**src/rtl/render_pkg.sv**
```systemverilog
// Shared types and constants for the render-pipeline frame scheduler.
package render_pkg;

  localparam int unsigned DEPTH     = 4096;
  localparam int unsigned ADDRW     = 12;
  localparam int unsigned COLORW    = 10;
  localparam int unsigned QUIET_CYC = 16;
  localparam int unsigned QUIETW    = $clog2(QUIET_CYC + 1);
  localparam int unsigned STATW     = 16;

  typedef logic [ADDRW-1:0]  pix_addr_t;
  typedef logic [COLORW-1:0] color_t;

  localparam color_t BG_COLOR = COLORW'(10'h200);

  // Saturating increment for the statistics counters
  function automatic logic [STATW-1:0] sat_inc(input logic [STATW-1:0] v);
    return (v == {STATW{1'b1}}) ? v : v + STATW'(1);
  endfunction

endpackage

```
**src/rtl/rsched_clear_gen.sv**
```systemverilog
// Clear-address generator: after i_start, walks 0..DEPTH-1 one per cycle.
module rsched_clear_gen
  import render_pkg::*;
(
  input  logic      clk,
  input  logic      rst_n,
  input  logic      i_start,
  output logic      o_busy,
  output pix_addr_t o_addr,
  output logic      o_last_c
);

  logic      r_busy;
  pix_addr_t r_addr;

  assign o_last_c = r_busy && (r_addr == ADDRW'(DEPTH - 1));

  always_ff @(posedge clk or negedge rst_n) begin
    if (!rst_n) begin
      r_busy <= 1'b0;
      r_addr <= '0;
    end else if (i_start) begin
      r_busy <= 1'b1;
      r_addr <= '0;
    end else if (r_busy) begin
      if (o_last_c) begin
        r_busy <= 1'b0;
        r_addr <= '0;
      end else begin
        r_addr <= r_addr + ADDRW'(1);
      end
    end
  end

  assign o_busy = r_busy;
  assign o_addr = r_addr;

endmodule

```
**src/rtl/render_frame_sched.sv**
```systemverilog
// Per-frame scheduler: double-buffers the color BRAM, clears the back bank and launches renders.
// Optional statistics counters are built when RSCHED_STATS_EN is defined.
module render_frame_sched
  import render_pkg::*;
(
  input  logic              clk,
  input  logic              rst_n,
  input  logic              vsync_in,
  input  logic              raster_busy_in,
  input  logic              pix_valid_in,
  input  logic [ADDRW-1:0]  pix_addr_in,
  input  logic [COLORW-1:0] pix_color_in,
  output logic              render_start_out,
  output logic              wr_en_out,
  output logic [ADDRW:0]    wr_addr_out,
  output logic [COLORW-1:0] wr_data_out,
  output logic              front_bank_out,
  output logic              frame_done_out,
  output logic              overrun_out,
  output logic [STATW-1:0]  frame_count_out,
  output logic [STATW-1:0]  drop_count_out
);

  typedef enum logic [2:0] {S_IDLE, S_CLEAR, S_LAUNCH, S_RENDER, S_DONE} state_t;

  state_t            r_state;
  state_t            w_state_nxt;
  logic              r_vsync_q;
  logic              w_edge;
  logic              w_clr_start;
  logic              w_clr_busy;
  logic              w_clr_last;
  pix_addr_t         w_clr_addr;
  logic              w_idle_pix;
  logic              w_swap;
  logic [QUIETW-1:0] r_quiet;
  logic              r_front_bank;
  logic              r_wr_en;
  logic [ADDRW:0]    r_wr_addr;
  color_t            r_wr_data;
  logic              r_render_start;
  logic              r_frame_done;
  logic              r_overrun;

  assign w_edge     = vsync_in & ~r_vsync_q;
  assign w_idle_pix = ~raster_busy_in & ~pix_valid_in;
  assign w_swap     = (r_state == S_DONE) && w_edge;

  rsched_clear_gen u_clear_gen (
    .clk      (clk),
    .rst_n    (rst_n),
    .i_start  (w_clr_start),
    .o_busy   (w_clr_busy),
    .o_addr   (w_clr_addr),
    .o_last_c (w_clr_last)
  );

  always_ff @(posedge clk or negedge rst_n) begin
    if (!rst_n) r_state <= S_IDLE;
    else        r_state <= w_state_nxt;
  end

  always_comb begin
    w_state_nxt = r_state;
    w_clr_start = 1'b0;
    unique case (r_state)
      S_IDLE: if (w_edge) begin
        w_state_nxt = S_CLEAR;
        w_clr_start = 1'b1;
      end
      S_CLEAR:  if (w_clr_last) w_state_nxt = S_LAUNCH;
      S_LAUNCH: w_state_nxt = S_RENDER;
      S_RENDER: if (w_idle_pix && (r_quiet == QUIETW'(QUIET_CYC - 1))) w_state_nxt = S_DONE;
      S_DONE: if (w_edge) begin
        w_state_nxt = S_CLEAR;
        w_clr_start = 1'b1;
      end
      default: w_state_nxt = S_IDLE;
    endcase
  end

  // Write port and status outputs; only one state ever drives the write port
  always_ff @(posedge clk or negedge rst_n) begin
    if (!rst_n) begin
      r_vsync_q      <= 1'b0;
      r_quiet        <= '0;
      r_front_bank   <= 1'b0;
      r_wr_en        <= 1'b0;
      r_wr_addr      <= '0;
      r_wr_data      <= '0;
      r_render_start <= 1'b0;
      r_frame_done   <= 1'b0;
      r_overrun      <= 1'b0;
    end else begin
      r_vsync_q      <= vsync_in;
      r_wr_en        <= 1'b0;
      r_render_start <= (r_state == S_LAUNCH);
      r_frame_done   <= (w_state_nxt == S_DONE);
      r_overrun      <= w_edge && ((r_state == S_CLEAR) || (r_state == S_LAUNCH) ||
                                   (r_state == S_RENDER));
      if (w_swap) r_front_bank <= ~r_front_bank;
      if (r_state == S_CLEAR) begin
        r_wr_en   <= w_clr_busy;
        r_wr_addr <= {~r_front_bank, w_clr_addr};
        r_wr_data <= BG_COLOR;
      end else if ((r_state == S_RENDER) && pix_valid_in) begin
        r_wr_en   <= 1'b1;
        r_wr_addr <= {~r_front_bank, pix_addr_in};
        r_wr_data <= pix_color_in;
      end
      if ((r_state == S_RENDER) && w_idle_pix) r_quiet <= r_quiet + QUIETW'(1);
      else                                     r_quiet <= '0;
    end
  end

`ifdef RSCHED_STATS_EN
  logic [STATW-1:0] r_frame_count;
  logic [STATW-1:0] r_drop_count;

  always_ff @(posedge clk or negedge rst_n) begin
    if (!rst_n) begin
      r_frame_count <= '0;
      r_drop_count  <= '0;
    end else begin
      if (w_swap) r_frame_count <= sat_inc(r_frame_count);
      if (pix_valid_in && (r_state != S_RENDER)) r_drop_count <= sat_inc(r_drop_count);
    end
  end

  assign frame_count_out = r_frame_count;
  assign drop_count_out  = r_drop_count;
`else
  assign frame_count_out = STATW'(16'h0);
  assign drop_count_out  = STATW'(16'h0);
`endif

  assign render_start_out = r_render_start;
  assign wr_en_out        = r_wr_en;
  assign wr_addr_out      = r_wr_addr;
  assign wr_data_out      = r_wr_data;
  assign front_bank_out   = r_front_bank;
  assign frame_done_out   = r_frame_done;
  assign overrun_out      = r_overrun;

endmodule
```
**config.mk**
```make
export PLATFORM = sky130hd
export DESIGN_NAME = render_frame_sched
export DESIGN_NICKNAME = d
export VERILOG_FILES = /design/src/rtl/render_pkg.sv /design/src/rtl/rsched_clear_gen.sv /design/src/rtl/render_frame_sched.sv
export SDC_FILE = /design/constraint.sdc
export NUM_CORES = 1
export LEC_CHECK = 0
export BUFFER_PORTS_ARGS = -buffer_cell sky130_fd_sc_hd__buf_2
export CAP_MARGIN = 20
export CORE_ASPECT_RATIO = 0.5
export CORE_MARGIN = 4
export CORE_UTILIZATION = 45
export CTS_BUF_LIST = sky130_fd_sc_hd__clkbuf_16
export DETAILED_ROUTE_END_ITERATION = 7
export PLACE_DENSITY = 0.77
export SKIP_CTS_REPAIR_TIMING = 1
export SYNTH_ARGS = -nofsm -noshare
export SYNTH_HDL_FRONTEND = slang
export SYNTH_SLANG_ARGS = --single-unit
```
**constraint.sdc**
```tcl
create_clock -name clk -period 1.3 [get_ports clk]
set_input_delay 0.26 -clock clk [delete_from_list [all_inputs] [get_ports clk]]
set_output_delay 0.26 -clock clk [all_outputs]
set_load 0.01 [all_outputs]
```
Yosys cells after proc, flatten, opt, wreduce, memory -nomap -nowiden. Index checks and enable logic that the tools add are counted.

Output and inout port bits: 60. Memory bits (writable): 0. ROM bits: 0. Bits in latches: 0. Memories: 0. Word-level logic and storage cells: 58. Bits in registers: 50. Bits of input ports: 27.

Shift-type cells: 0. Reduce and logical (&&, ||, !) cells: 12. $lt $le $gt $ge: 0. Muxes and demuxes: 19. Equal/unequal tests: 7. $add $sub $neg: 2. Bitwise logic cells: 6. Multiply operators: 0. Divide/modulo/power cells: 0.

Operators by type and width (number): two-way mux 12 bit (3); two-way mux 13 bit (2); two-way mux 10 bit (2); adder 12 x 1 -> 12 bit, second input constant (1); equality test 12 bit, second input constant (1); one-hot mux 3 bit (4 select lines) (1); two-way mux 3 bit (3); two-way mux 1 bit (7); equality test 3 x 2 -> 1 bit, second input constant (2); equality test 3 bit, second input constant (2); logical AND 1 bit (6); adder 5 x 1 -> 5 bit, second input constant (1); equality test 5 x 4 -> 1 bit, second input constant (1); two-way mux 5 bit (1); NOT 1 bit (4); nonzero test 2 bit (2); equality test 3 x 1 -> 1 bit, second input constant (1); zero test 3 bit (1); AND 1 bit (2); logical OR 1 bit (2); OR reduction 2 bit (1).

Logic depth before layout (Yosys ltp).
Word-level depth: 6. Gate-level depth with buffers: 6. Depth with buffers taken out: 6.

Cells and area by module. A second synthesis with hierarchy kept.

Cells, all modules: 220. Area, all modules: 2640.0 um2.

By module, submodules not included: render_frame_sched (area an instance 1964.4 um2, times used 1, cells an instance 154, seq. area each 925.9 um2); rsched_clear_gen (area an instance 675.6 um2, times used 1, cells an instance 66, seq. area each 325.3 um2).

Worst setup path before layout. OpenSTA, ideal clock, no wires.

Path kind: reg2reg. Start: register r_state[1]. End: register u_clear_gen.r_addr[7] (netlist: u_clear_gen.o_addr[7]). Path buffers: 0. Library setup time: 0.077 ns. Cell stages (with the launch flop): 5. Arrival: 1.342 ns. Period minus slack after synthesis: 1.419 ns. Data required time: 1.223 ns. Slack: -0.119 ns. Cell sequence: dfrtp_1 -> nor4b_4 -> nor2_2 -> or3_1 -> a21oi_1.

Cells in the longest elaborated chain, start to end: 4. Elaborated cells on any way between the ends: 6. Those cells by class: eq/ne: 1; mux: 2; reduce/logical: 3.

Ends and longest elaborated chain: from (decl) (RTL line render_frame_sched.sv:26) `state_t r_state;`; from (signal assigned) (RTL line render_frame_sched.sv:60) `else r_state <= w_state_nxt;`; equality test 3 bit or zero test 3 bit (tied branches) (RTL line render_frame_sched.sv:66) `unique case (r_state)`; OR reduction 2 bit (no line) *; two-way mux 1 bit *; two-way mux 12 bit or nonzero test 2 bit (tied branches); to (signal assigned) (RTL line rsched_clear_gen.sv:30) `r_addr <= r_addr + ADDRW'(1);`; to (decl) (RTL line rsched_clear_gen.sv:14) `pix_addr_t r_addr;`.

Mark *: on every way between the ends. The rest lies on a longest branch, timed or not. A chain may end at the register's enable or synchronous reset.

Final worst setup path.
Start: register r_state[0]. End: register u_clear_gen.r_addr[7] (netlist: u_clear_gen.o_addr[7]).

The elaborated chain is that of the path after synthesis.

==> impl_results.md <==
* Share of post-route cells with drive strength above 1 at 0.3913
* Yosys reg bits at 50
* Area of the multi-input gates at 1161 um2
* Grt peak-use layer: met2
* Max Cap Viol at 0
* Dpl cells at 393
* Remaining antenna violation count at 0
* Largest area contributor in the netlist: dfrtp_1
* Dominant synthesized flop cell: dfrtp_1
* Vias in the first global route at 1978
* Largest family of logic cells by synthesized area: simple AND/OR/NAND/NOR gates
* Fin. Hold Viols at 0
* Crit Path Max Fanout at 5
* CP required at 1.52 ns
* M2 GR Usage at 0.3064
* R2R setup slack at -0.21 ns
* Critical path startpoint: r_state[0]
* PnR worst setup slack at -0.2133 ns
* Die Height at 60.39 um
* Async S/R FF share, synth at 1.000
* Global-route wire length before repair at 8990 um
* Core ar. at 5112 um2
* Grt ovf at 0
* Startpoint Class: flip-flop
* CP arrival at 1.73 ns
* Post-synth EDFFs at 0
* # setup viols final at 35
* CTS Root Buffer Type: clkbuf_16
* CTS tree: built
* DRT Pass-1 Iters at 5
* PortBufs at 54
* Hold WC Path Type: in2reg
* Fmax at 0.6608 GHz
* N_diodes at 0
* Boundary pin count at 87
* NumNets Final at 374
* Fin crit share at 1.164
* Die Footprint at 6810 um2
* Hold_ws at 0.1938 ns
* Fin area at 3430 um2
* Initial antenna violation count at 0
* Clock transition at path regs at 0.07 ns
* Synthesis Warnings at 0
* VDD IR-drop max at 0.8709 mV
* Pin count of the biggest net entering global routing at 51
* Distinct cells, synth at 39
* Pwr dens at 1241 nW/um2
* Synth Area in Simple Gates at 0.1733
* Clock sink count at 50
* GRT Total Usage at 0.1675
* WL/cell at 16.05 um
* Area delta synth->final at 38.86%
* Failing checks: negative setup slack
* Vias at 2157
* Clock Skew at 0.007403 ns
* CTS HTree Levels at 2
* Met1 Use GR at 0.1999
* Starting Density at 0.4831
* Post-Synth XOR/XNOR Area at 0.03546
* Register area at 1252 um2
* Critical R2R Launch: r_state[0]
* Met3 Use GR at 0.03884
* Final WL at 6661 um
* Post-synth top area share at 0.5066
* Via density at 5.198
* Status: finished with violations
* Final std cells w/o fill at 415
* Sequential element share of the synthesized area at 0.5066
* Rows at 18
* Post-route minimum period at 1.513 ns
* Setup CP Type: reg2reg
* Adder-Cell Fraction of Synth Area at 0.01520
* Fillers at 345
* Synth Instances at 244
* Area post-placement at 2965 um2
* Post-DP HPWL at 4204 um
* Synthesized cell area at 2470 um2
* CTS Buf Count at 5
* Die Wd at 112.8 um
* Mapped Avg Cell Area at 10.12 um2
* Crit end category: flip-flop
* Drt first-iter violations at 169
* GP Congestion at 0.8627
* Reg2reg end: u_clear_gen.o_addr[7]
* Mux cell area share after synthesis at 0.04863
* Cells on worst reg2reg path at 5
* Final Max Slew Viols at 0
* RSZ-0062 raised after global routing: true
* Clk Latency, worst-skew pair at 0.29 ns
* Critical Path End: u_clear_gen.o_addr[7]
* Clock tree buffer depth at 2
* Pre-CTS setup slack at -0.2071 ns
* Ranking of synthesized cells by area: dfrtp_1, buf_4, nand2_1
* Synth Area in Compound Gates at 0.09625
* DRC at 0
* Static Leak at 1.676 nW
[power by group]
part	internal, mW	switching, mW
Sequential	1.72	0.113
Clock	0.921	0.602
Combinational	0.430	0.466
[Yosys cell counts (all sizes together) (2+ instances only)]
master	n
a22o	4
nand2	33
xnor2	2
clkbuf	5
mux2i	12
nand2b	3
and2	3
o211ai	2
dfrtp	50
xor2	8
a21oi	7
ha	3
nor2	18
nand4	5
inv	5
nand3	5
o21ai	19
nand4b	2
o2111ai	2
and3	4
nor3b	2
and4	2
buf	36
[flip-flops by register name (all words and copies together) (netlist names)]
| register | flops |
|---|---|
| u_clear_gen.o_busy | 1 |
| r_vsync_q | 1 |
| front_bank_out | 1 |
| frame_done_out | 1 |
| u_clear_gen.o_addr | 12 |
| wr_en_out | 1 |
| overrun_out | 1 |
| r_state | 3 |
| wr_data_out | 10 |
| r_quiet | 5 |
| render_start_out | 1 |
| wr_addr_out | 13 |
[cells in the final DEF, fill, tap and decap left out, types with 3 or more instances in the layout]
| cell | n |
|---|---|
| a21oi_1 | 6 |
| a22o_1 | 4 |
| and3_1 | 3 |
| buf_2 | 55 |
| buf_4 | 33 |
| buf_6 | 10 |
| clkbuf_16 | 7 |
| conb_1 | 32 |
| dfrtp_1 | 49 |
| inv_1 | 5 |
| mux2i_1 | 7 |
| mux2i_2 | 3 |
| nand2_1 | 32 |
| nand3_1 | 5 |
| nand4_1 | 5 |
| nor2_1 | 16 |
| o21ai_0 | 11 |
| o21ai_1 | 7 |
| xor2_1 | 8 |
[worst min path at each step]
stage | startpoint | endpoint | depth (start not counted)
6_report | pix_color_in[8] | wr_data_out[8] | 2
5_1_grt | pix_color_in[5] | wr_data_out[5] | 2
4_1_cts | rst_n | r_quiet[4] | 2
3_5_place_dp | rst_n | r_quiet[4] | 2
3_3_place_gp | rst_n | r_quiet[4] | 2
2_1_floorplan | rst_n | frame_done_out | 0
[cell type report]
| type | instances | share of cell area |
|---|---|---|
| clock buffer | 5 | 0.03648 |
| clock inverter | 3 | 0.01423 |
| inverter | 5 | 0.005472 |
| multi-input combinational | 179 | 0.3386 |
| sequential | 50 | 0.3652 |
| tap | 70 | 0.02554 |
| timing repair buffer | 103 | 0.2145 |
[critical path, stage by stage (launching register included)]
cell     delay (ns)
dfrtp_1        0.41
nor4b_4        0.36
buf_6          0.18
nor2_2         0.06
or3_1          0.32
a21oi_1        0.13
[cells by family (layout without fill, tap and decap cells)]
| kind of cell | after synthesis | after routing |
|---|---|---|
| AND/OR/NAND/NOR | 83 | 83 |
| flip-flops | 50 | 50 |
| buffers and inverters | 46 | 116 |
| AO/OA/AOI/OAI | 39 | 39 |
| multiplexers | 12 | 12 |
| XOR/XNOR | 10 | 10 |
| adder cells (fa/ha/maj) | 3 | 3 |
| other | 1 | 32 |
[per-stage QoR]
stage / utilization / setup TNS, ns / power [mW]
2_1_floorplan: - / -0.5447 / 2.288
3_3_place_gp: 0.5800 / -0.8025 / 2.607
3_5_place_dp: 0.5800 / -2.205 / 2.647
4_1_cts: 0.6140 / -2.600 / 4.139
5_1_grt: 0.6708 / -4.748 / 4.435
6_report: 0.6708 / -3.196 / 4.256
[per-layer routing]
metal / vias up / share of wire
met4: 0 / 0.023
met5: - / 0
met2: 136 / 0.48
li1: 971 / -
met1: 1032 / 0.39
met3: 18 / 0.11
Power figures use the tool's default switching activity.
